<file path="config.mk">
export PLATFORM = sky130hd
export DESIGN_NAME = branch_dispatch_ctrl
export DESIGN_NICKNAME = d
export VERILOG_FILES = /design/src/rtl/branch_dispatch_ctrl.sv
export SDC_FILE = /design/constraint.sdc
export NUM_CORES = 1
export LEC_CHECK = 0
export BUFFER_PORTS_ARGS = -buffer_cell sky130_fd_sc_hd__buf_2
export CAP_MARGIN = 20
export CORE_MARGIN = 2
export CORE_UTILIZATION = 49
export CTS_CLUSTER_SIZE = 25
export DETAILED_ROUTE_END_ITERATION = 8
export PLACE_DENSITY = 0.78
export SYNTH_ARGS = -nofsm -noshare
export SYNTH_HDL_FRONTEND = slang
export SYNTH_SLANG_ARGS = --single-unit
</file>
<file path="constraint.sdc">
create_clock -name clk -period 2.4 [get_ports clk]
set_clock_uncertainty 0.15 [all_clocks]
set_input_delay 0.36 -clock clk [delete_from_list [all_inputs] [get_ports clk]]
set_output_delay 0.36 -clock clk [all_outputs]
set_load 0.03 [all_outputs]
</file>
<file path="src/rtl/branch_dispatch_ctrl.sv">
// Dispatch-side controller: routes decoded instructions to the ALU, branch and
// load/store reservation stations, applies backpressure, serialises control
// flow around branches, and keeps performance counters and sticky error flags.
module branch_dispatch_ctrl #(
    parameter int ADDR_W     = 32,
    parameter int CNT_W      = 32,
    parameter int BR_TIMEOUT = 1024
) (
    input  logic              clk,
    input  logic              rst,
    input  logic              rdy,
    input  logic              dec_valid,
    input  logic [1:0]        dec_class,
    input  logic [ADDR_W-1:0] dec_pc,
    input  logic              alu_full,
    input  logic              branch_full,
    input  logic              ls_full,
    input  logic              br_done,
    input  logic              br_taken,
    input  logic [ADDR_W-1:0] br_target,
    output logic              dec_ready,
    output logic              alu_alloc_en,
    output logic              branch_alloc_en,
    output logic              ls_alloc_en,
    output logic              redirect_en,
    output logic [ADDR_W-1:0] redirect_pc,
    output logic [CNT_W-1:0]  dispatch_cnt,
    output logic [CNT_W-1:0]  stall_cnt,
    output logic              err_timeout,
    output logic              err_spurious
);

    typedef enum logic [1:0] {
        RUN      = 2'd0,
        BR_WAIT  = 2'd1,
        REDIRECT = 2'd2
    } state_t;

    typedef enum logic [1:0] {
        CLS_ALU    = 2'd0,
        CLS_BRANCH = 2'd1,
        CLS_LS     = 2'd2,
        CLS_NOP    = 2'd3
    } dec_class_t;

    // Timeout counter is wide enough to hold BR_TIMEOUT itself so it can saturate there.
    localparam int TO_W = $clog2(BR_TIMEOUT + 1);
    localparam logic [TO_W-1:0] TO_MAX  = TO_W'(BR_TIMEOUT);
    localparam logic [TO_W-1:0] TO_LAST = TO_W'(BR_TIMEOUT - 1);

    state_t            state;
    state_t            state_next;
    logic              target_full;
    logic              accept;
    logic              br_capture;
    logic              redirect_q;
    logic [ADDR_W-1:0] branch_pc;
    logic [TO_W-1:0]   to_cnt;

    // Decode-side handshake and zero-latency allocate pulses.
    always_comb begin
        // NOTE: every combinational output gets a default first so no path leaves it unassigned (no latch).
        target_full     = 1'b0;
        dec_ready       = 1'b0;
        accept          = 1'b0;
        alu_alloc_en    = 1'b0;
        branch_alloc_en = 1'b0;
        ls_alloc_en     = 1'b0;
        case (dec_class_t'(dec_class))
            CLS_ALU:    target_full = alu_full;
            CLS_BRANCH: target_full = branch_full;
            CLS_LS:     target_full = ls_full;
            default:    target_full = 1'b0;
        endcase
        dec_ready       = rdy && (state == RUN) && !target_full;
        accept          = dec_valid && dec_ready;
        alu_alloc_en    = accept && (dec_class == CLS_ALU);
        branch_alloc_en = accept && (dec_class == CLS_BRANCH);
        ls_alloc_en     = accept && (dec_class == CLS_LS);
    end

    assign br_capture  = rdy && br_done && (state == BR_WAIT);
    // The registered pulse is masked while the pipeline is globally stalled; state holds meanwhile.
    assign redirect_en = redirect_q && rdy;

    // Next-state logic: nothing advances while rdy is low.
    always_comb begin
        state_next = state;
        if (rdy) begin
            case (state)
                RUN:      if (branch_alloc_en) state_next = BR_WAIT;
                BR_WAIT:  if (br_done)         state_next = REDIRECT;
                REDIRECT:                      state_next = RUN;
                default:                       state_next = RUN;
            endcase
        end
    end

    // State register.
    always_ff @(posedge clk) begin
        // NOTE: sequential state uses non-blocking assignments so all registers update from pre-edge values.
        if (!rst) state <= RUN;
        else      state <= state_next;
    end

    // Branch PC capture, redirect generation, timeout tracking, counters and error flags.
    always_ff @(posedge clk) begin
        if (!rst) begin
            redirect_q   <= 1'b0;
            redirect_pc  <= '0;
            branch_pc    <= '0;
            to_cnt       <= '0;
            dispatch_cnt <= '0;
            stall_cnt    <= '0;
            err_timeout  <= 1'b0;
            err_spurious <= 1'b0;
        end else if (rdy) begin
            redirect_q <= br_capture;

            if (branch_alloc_en) branch_pc <= dec_pc;

            if (br_capture) begin
                redirect_pc <= br_taken ? br_target : branch_pc + ADDR_W'(4);
                to_cnt      <= '0;
            end else if (state == BR_WAIT && to_cnt != TO_MAX) begin
                to_cnt <= to_cnt + 1'b1;
                if (to_cnt == TO_LAST) err_timeout <= 1'b1;
            end

            if (br_done && state != BR_WAIT) err_spurious <= 1'b1;

            if (accept && dispatch_cnt != '1) dispatch_cnt <= dispatch_cnt + 1'b1;
            if (dec_valid && !dec_ready && stall_cnt != '1) stall_cnt <= stall_cnt + 1'b1;
        end
    end

endmodule
</file>
# After elaboration in Yosys (flattened, before gate mapping)
# Index checks and enable logic that the tools add are counted.
# totals
input_bits	75
out_inout_bits	103
reg_bits	144
word_cells	58
# op_classes
eq_ne	10
n_reduce_logical	27
bitwise	1
n_addsub	4
n_mux	7
# ops
operator	n
32-bit by 1-bit adder with 32-bit output, second input constant	2
32-bit inequality test, second input constant	2
32-bit by 3-bit adder with 32-bit output, second input constant	1
32-bit 2-to-1 mux	1
11-bit 2-to-1 mux	2
1-bit logical AND	14
2-bit AND reduction	6
11-bit by 1-bit adder with 11-bit output, second input constant	1
11-bit by 10-bit == test with 1-bit output, second input constant	1
11-bit inequality test, second input constant	1
2-bit by 1-bit == test with 1-bit output, second input constant	2
2-bit logical NOT	2
2-bit 2-to-1 mux	2
2-bit inequality test, second input constant	2
2-bit case mux with 2 select lines	1
4-bit AND reduction	1
1-bit case mux with 3 select lines	1
3-bit AND reduction	1
2-bit == test, second input constant	1
1-bit logical NOT	2
2-bit by 1-bit inequality test with 1-bit output, second input constant	1
2-bit nonzero test	1
1-bit inverter	1

# Depth between registers and ports, before layout
# Gate-level depths: netlist of the first run.
# depth
ltp_word	8
depth_mapped	9

# Worst setup path after synthesis of the first run
# OpenSTA, ideal clock, no wires.
# synth_timing
kind	flip-flop to flip-flop
start	reg dispatch_cnt[5]
end	reg dispatch_cnt[30]
required_ps	2180
slack_ps	-250
stages_incl_launch_ff	7
setup_time_ps	70
arrival_time_ps	2430
synth_period_minus_slack_ps	2650
path_cell_list	dfxtp_1 > nand3_2 > or4_4 > or4_4 > buf_6 > or4_1 > a21oi_1
# synth_via
elab_chain_cells	3
word_cells_on_any_way	4
cone_classes	add/sub (1); eq/ne (1); reduce/logical (2)
# synth_rtl
element	line_no	rtl
from (decl)	27	output logic [CNT_W-1:0] dispatch_cnt,
from (signal assigned)	132	if (accept && dispatch_cnt != '1) dispatch_cnt <= dispatch_cnt + 1'b1;
branches (longest 3 deep; another with 32-bit by 1-bit adder with 32-bit output)	n/a	
# Several ways; the timed one is not identified.
# A chain may end at the register's enable or synchronous reset.

# Final worst setup path of the first run
# layout_timing
start	reg state[1]
end	out branch_alloc_en
# layout_via
elab_chain_cells	5
# layout_rtl
element	line_no	rtl
from (decl)	51	state_t state;
from (signal assigned)	103	else state <= state_next;
2-bit logical NOT	75	dec_ready = rdy && (state == RUN) && !target_full;
1-bit logical AND (2 in a row)	75	
1-bit logical AND	76	accept = dec_valid && dec_ready;
1-bit logical AND	78	branch_alloc_en = accept && (dec_class == CLS_BRANCH);
to (decl)	23	output logic branch_alloc_en,
# No other way between the ends.

==> impl_metrics.py, run 1 <==
metrics = {
    "logic_synthesis": {
        "synth_area_leaders": "dfxtp_1, nand2_1, a21oi_1",
        "avgSynthCellArea_um2": 7.946,
        "yosysUniqueCellTypes": 58,
        "ys_ff_latch": 144,
        "netlist_instances": 916,
        "synth_top_area_share_pct": 39.61,
        "synth_nets": 996,
        "synth-edff-count": 0,
        "synthArstFlopShare_pct": 0,
        "yosysWarnings": 0,
        "synth_top_cell_by_area": "dfxtp_1",
        "ys.flop_type": "dfxtp_1",
        "ys_seq_area_share_pct": 39.61,
        "synth_area_um2": 7278,
    },
    "timing": {
        "slew_viol_final": 0,
        "hold_viol_final": 0,
        "min_period_ns": 2.471,
        "fin_crit_sh_pct": 103.0,
        "setup_ws_ns": -0.07122,
        "clock.fmax_mhz": 404.7,
        "rsz0062_at_grt": "yes",
        "slew-limit-headroom_pct": 65.58,
        "tightest_slew_ns": 0.5162,
        "whs_ns": 0.01768,
        "setup_violations": 4,
    },
    "route": {
        "wl_per_cell_um": 15.90,
        "viasPerCell": 5.820,
        "num_vias": 7810,
        "drt_wl_total_um": 21340,
        "drt_iter0_drc": 636,
        "first_pass_iters": 5,
        "drc_errors": 0,
        "antenna_left": 0,
    },
    "global_routing": {
        "grt_first_pass_wirelength_um": 33900,
        "antenna_found_initial": 1,
        "grt_pass1_vias": 6963,
        "grt_max_degree": 51,
        "grt_remaining_overflow": 0,
        "grt_usage_pct": 25.93,
    },
    "final_layout": {
        "nets": 1225,
        "fillCellCount": 1209,
        "stdcell_count": 1342,
        "final_cell_mix": "buf_2, nand2_1, dfxtp_1",
        "syn2layout_area_growth_pct": 35.65,
        "drive_above_1_share_pct": 31.81,
        "final_common_cell": "buf_2",
    },
    "floorplanning": {
        "rows": 44,
        "die_area_um2": 15840,
        "start_util_pct": 50.08,
        "fp.dieW_um": 125.9,
        "ioPinCount": 178,
        "coreArea_um2": 14530,
        "fp.dieH_um": 125.9,
    },
    "setup_path": {
        "slowest_delay_ns": 0.41,
        "arrival_ns": 1.96,
        "cpMaxStageDelayCell": "or3b_4",
        "crit_fanout": 7,
        "crit_chain": "nor3b_4 -> o2111ai_2 -> buf_6 -> or3b_4 -> clkinv_4 -> buf_6",
        "cp-start-kind": "flop",
        "critPathRequiredTime_ns": 1.89,
        "end_kind": "primary output",
        "critPathMostFrequentCell": "buf_6",
        "rrSetupSlack_ns": -0.03,
        "path_class": "reg2out",
    },
    "cts": {
        "cts_max_level": 4,
        "cts_buffers": 17,
        "clock_latency_ns": 0.43,
        "cts.clk_slew.worst_paths_ns": 0.06,
        "cts_buffer_depth": 2,
        "cts_tree": "built",
        "hold_buffers": 0,
        "cts_root_buf": "clkbuf_16",
        "clock-sinks": 144,
    },
    "place": {
        "place_ws_ns": -0.1473,
        "dp_cells": 1289,
        "dpl.hpwl_um": 14160,
        "port_buffers": 177,
        "globalplace.congestion": 0.8571,
    },
    "power": {
        "vdd_drop_max_uv": 503.6,
        "power_density_nw_per_um2": 572.1,
        "p_leak_nw": 3.818,
    },
    "outcome": {
        "violations": "setup timing",
        "status": "finished, violations left",
    },
    "flow_run": {
        "maxCapViolCount": 0,
    },
    "worst_hold_path": {
        "hold_path.class": "in2reg",
    },
}
## final timing paths
path | cells past startpoint | start | endpoint
max | 6 | state[1]$_SDFFE_PN0P_ | branch_alloc_en
min | 3 | dec_pc[9] | branch_pc[9]$_SDFFE_PN0P_
max reg2reg | 5 | dispatch_cnt[10]$_SDFFE_PN0P_ | dispatch_cnt[22]$_SDFFE_PN0P_
min reg2reg | 2 | redirect_pc[8]$_SDFFE_PN0P_ | redirect_pc[8]$_SDFFE_PN0P_
## critical path, delay by kind of cell (launching register included)
family          cells  cell delay [ns]
flops               1             0.33
buf+inv             3             0.36
compound gates      1             0.16
simple gates        2             0.67
## report_power, final
group	internal (mW)	switching, mW	total (mW)
Sequential	2.40	0.0166	2.42
Combinational	0.143	0.200	0.343
Clock	1.87	1.02	2.89
Total	4.41	1.24	5.65
## flip-flops by register name, summed over array words and instances (netlist names)
name,flops
branch_pc,32
dispatch_cnt,32
err_spurious,1
err_timeout,1
redirect_pc,32
redirect_q,1
stall_cnt,32
state,2
to_cnt,11
## final cells by class
type	count	area, µm²	share of cell area (%)
well taps	184	230.2	2.332
clock buffers	24	534.3	5.411
multi-input cells	689	4289	43.44
repair buffers	270	1682	17.03
clock inverters	7	118.9	1.204
inverters	23	91.34	0.9251
flip-flops and latches	144	2925	29.63
diodes	1	2.502	0.02535
## routing by layer
metal  vias up  GRT usage [%]  share of wire (%)  routed length (µm)
met5         -              0                  0                   0
met4         0          9.244                2.5                 533
met3        43          5.438                5.8                1232
met2       295          42.61                 48               10220
met1      3636          33.93                 44                9348
li1       3836              -                  -                   -
## Yosys cell counts (5+ instances only)
| cell type | count |
|---|---|
| a211oi_1 | 5 |
| a21oi_1 | 91 |
| and3_1 | 12 |
| and4_1 | 11 |
| buf_1 | 5 |
| clkbuf_1 | 55 |
| dfxtp_1 | 144 |
| ha_1 | 5 |
| inv_1 | 21 |
| mux2i_1 | 26 |
| nand2_1 | 146 |
| nand2b_1 | 28 |
| nand3_1 | 62 |
| nand4_1 | 22 |
| nor2_1 | 30 |
| nor3_1 | 20 |
| nor4_1 | 30 |
| nor4b_1 | 5 |
| o211ai_1 | 8 |
| o21ai_0 | 25 |
| o221ai_1 | 7 |
| o31ai_1 | 29 |
| o41ai_1 | 5 |
| or3_1 | 19 |
| or4_1 | 29 |
| xnor2_1 | 11 |
| xor2_1 | 15 |
## kinds of logic after synthesis
kind of cell / share of synthesized area [%]
muxes: 3.576
AOI/OAI and AO/OA: 16.83
xor gates and xnor gates: 3.129
DFF: 39.61
buffers and inverters: 4.435
and+or+nand+nor: 31.56
adders and majority gates: 0.8595
## stage by stage
stage	instance area [µm²]	utilization [%]	TNS (ns)	power, mW
4_1_cts	9669	66.53	-0.1706	5.651
3_3_place_gp	8816	60.66	-0.7574	2.767
2_1_floorplan	7321	-	-0.05137	2.625
3_5_place_dp	8816	60.66	-1.213	2.771
6_report	9873	67.93	-0.1087	5.649
5_1_grt	9873	67.93	-0.2704	5.839
## timing repair
item,4_1_cts,5_1_grt
hold endpoints to repair,0,0
gates resized for setup,21,36
setup buffers,18,4
gates cloned,1,1
pin swaps,8,9
setup endpoints to repair,7,34
Power figures use the tool's default switching activity.
==> run 2, diff against run 1 <==
Settings changed: MAX_ROUTING_LAYER from default to met4, PLACE_DENSITY 0.78 to 0.83.
==> run 2 against run 1 <==
Sequential share of layout area up 0.90 points. Register-to-register slack got worse by 0.096 ns. Utilization is 2.0 points lower. Routed wire length is 1.3% lower. Global-route usage is 0.20 points higher. Die area did not move. Final area fell by 3.0%. The run still ends with setup timing left. First-iteration DRC count grew 25%. Count of clock-buffer cells in the layout decreased by 1. Clock power shrank 6%. Highest routed layer unchanged.
==> impl_metrics.py, run 2 (synthesized netlist as in run 1, its figures left out) <==
metrics = {
    "outcome": {
        "status": "finished, violations left",
        "violations": "setup timing",
    },
    "floorplanning": {
        "die_area_um2": 15840,
        "rows": 44,
        "coreArea_um2": 14530,
        "ioPinCount": 178,
        "start_util_pct": 50.08,
        "fp.dieW_um": 125.9,
        "fp.dieH_um": 125.9,
    },
    "timing": {
        "tightest_slew_ns": 0.5057,
        "rsz0062_at_grt": "yes",
        "clock.fmax_mhz": 395.8,
        "setup_ws_ns": -0.1263,
        "slew_viol_final": 0,
        "slew-limit-headroom_pct": 66.29,
        "setup_violations": 10,
        "hold_viol_final": 0,
        "fin_crit_sh_pct": 105.3,
        "min_period_ns": 2.526,
    },
    "final_layout": {
        "final_common_cell": "buf_2",
        "stdcell_count": 1327,
        "drive_above_1_share_pct": 29.83,
        "fin_area_um2": 9577,
        "syn2layout_area_growth_pct": 31.58,
        "antennaDiodeCount": 0,
        "final_cell_mix": "buf_2, nand2_1, dfxtp_1",
        "nets": 1211,
        "fillCellCount": 1179,
        "final_util_pct": 65.89,
    },
    "cts": {
        "clock_latency_ns": 0.42,
        "cts_root_buf": "clkbuf_16",
        "clock-sinks": 144,
        "cts.clk_slew.worst_paths_ns": 0.06,
        "cts_buffers": 17,
        "cts_buffer_depth": 2,
        "cts_tree": "built",
        "cts_max_level": 4,
        "hold_buffers": 0,
    },
    "setup_path": {
        "path_class": "reg2reg",
        "cp-start-kind": "flop",
        "arrival_ns": 2.73,
        "end_kind": "flop",
        "critPathRequiredTime_ns": 2.61,
        "rrSetupSlack_ns": -0.13,
        "r2r_end": "dispatch_cnt[28]$_SDFFE_PN0P_",
        "crit_fanout": 5,
        "r2r_cells": 6,
        "rr_startpoint": "dispatch_cnt[9]$_SDFFE_PN0P_",
    },
    "global_routing": {
        "grt_max_degree": 51,
        "antenna_found_initial": 0,
        "grtUsageMet2_pct": 42.42,
        "top_usage_layer": "met2",
        "grt_remaining_overflow": 0,
        "grt_first_pass_wirelength_um": 33240,
        "grt_usage_pct": 26.13,
        "grtUsageMet3_pct": 4.121,
        "use_met1_pct": 33.16,
        "grt_pass1_vias": 6939,
    },
    "route": {
        "antenna_left": 0,
        "drt_wl_total_um": 21060,
        "num_vias": 7855,
        "viasPerCell": 5.919,
        "drt_iter0_drc": 797,
        "first_pass_iters": 6,
        "drc_errors": 0,
        "wl_per_cell_um": 15.87,
    },
    "worst_hold_path": {
        "min_from": "dec_pc[22]",
        "holdPathEnd": "branch_pc[22]$_SDFFE_PN0P_",
        "min_path_cells": 3,
        "hold_path.class": "in2reg",
    },
    "power": {
        "p_leak_nw": 3.690,
        "p_total_mw": 5.468,
        "power_density_nw_per_um2": 571.0,
        "vdd_drop_max_uv": 492.4,
    },
    "place": {
        "dp_cells": 1288,
        "placedInstanceArea_um2": 8758,
        "place_ws_ns": -0.1281,
        "globalplace.congestion": 0.8855,
        "port_buffers": 177,
        "dpl.hpwl_um": 14510,
    },
    "flow_run": {
        "maxCapViolCount": 0,
    },
}
## run 2: cell count changes in the layout (fill, tap and decap cells not counted), moves of 3 or more
cell    delta
or4_1      +3
buf_12     -5
buf_6      -6
or4_4      -4
## run 2: critical path, stage by stage, from the launching register on
cell and delay (ns):
dfxtp_4 0.34, nand4_1 0.14, or4_4 0.60, buf_4 0.17, or4_4 0.52, or4_1 0.41, a21oi_1 0.13
## run 2: cell type report
cell class | count | area (µm²) | area share, %
clock buffers | 23 | 520.5 | 5.435
clock inverters | 8 | 98.84 | 1.032
inverters | 23 | 91.34 | 0.9538
multi-input cells | 689 | 4218 | 44.04
flip-flops and latches | 144 | 2924 | 30.53
well taps | 184 | 230.2 | 2.404
repair buffers | 256 | 1494 | 15.60
## run 2: layer usage
metal / up-vias / wire length, µm
li1: 3811 / -
met1: 3682 / 8986
met2: 321 / 10240
met3: 41 / 1380
met4: 0 / 454
met5: - / 0
## run 2: report_power, final
group	switching, mW	leakage (nW)	internal [mW]
Sequential	0.0175	1.17	2.40
Combinational	0.192	2.22	0.125
Clock	1.01	0.301	1.73
## run 2: worst max-delay path by stage
stage	start	to	slack, ns
floorplan	dispatch_cnt[11]$_SDFFE_PN0P_	dispatch_cnt[30]$_SDFFE_PN0P_	-0.05
global placement	dec_class[1]	dispatch_cnt[20]$_SDFFE_PN0P_	-0.06
detailed placement	dec_class[1]	dispatch_cnt[20]$_SDFFE_PN0P_	-0.13
CTS	dispatch_cnt[12]$_SDFFE_PN0P_	dispatch_cnt[22]$_SDFFE_PN0P_	-0.10
global route	dispatch_cnt[9]$_SDFFE_PN0P_	dispatch_cnt[18]$_SDFFE_PN0P_	-0.16
finish	dispatch_cnt[9]$_SDFFE_PN0P_	dispatch_cnt[28]$_SDFFE_PN0P_	-0.13
## run 2: through the flow
step                      hold WS, ns  TNS (ns)
after floorplan                0.2857  -0.05137
after global routing          0.02448    -1.361
final                         0.02125   -0.7111
after detailed placement       0.2934   -0.9571
after CTS                    0.009277   -0.2765
after global placement         0.2877   -0.1309
## run 2: repair_timing
item	in CTS	in global routing
gates cloned	0	1
pin swaps	2	12
endpoints found under the hold margin	0	0
buffers inserted	3	4
endpoints found under the setup margin	9	26
resized for setup	7	25
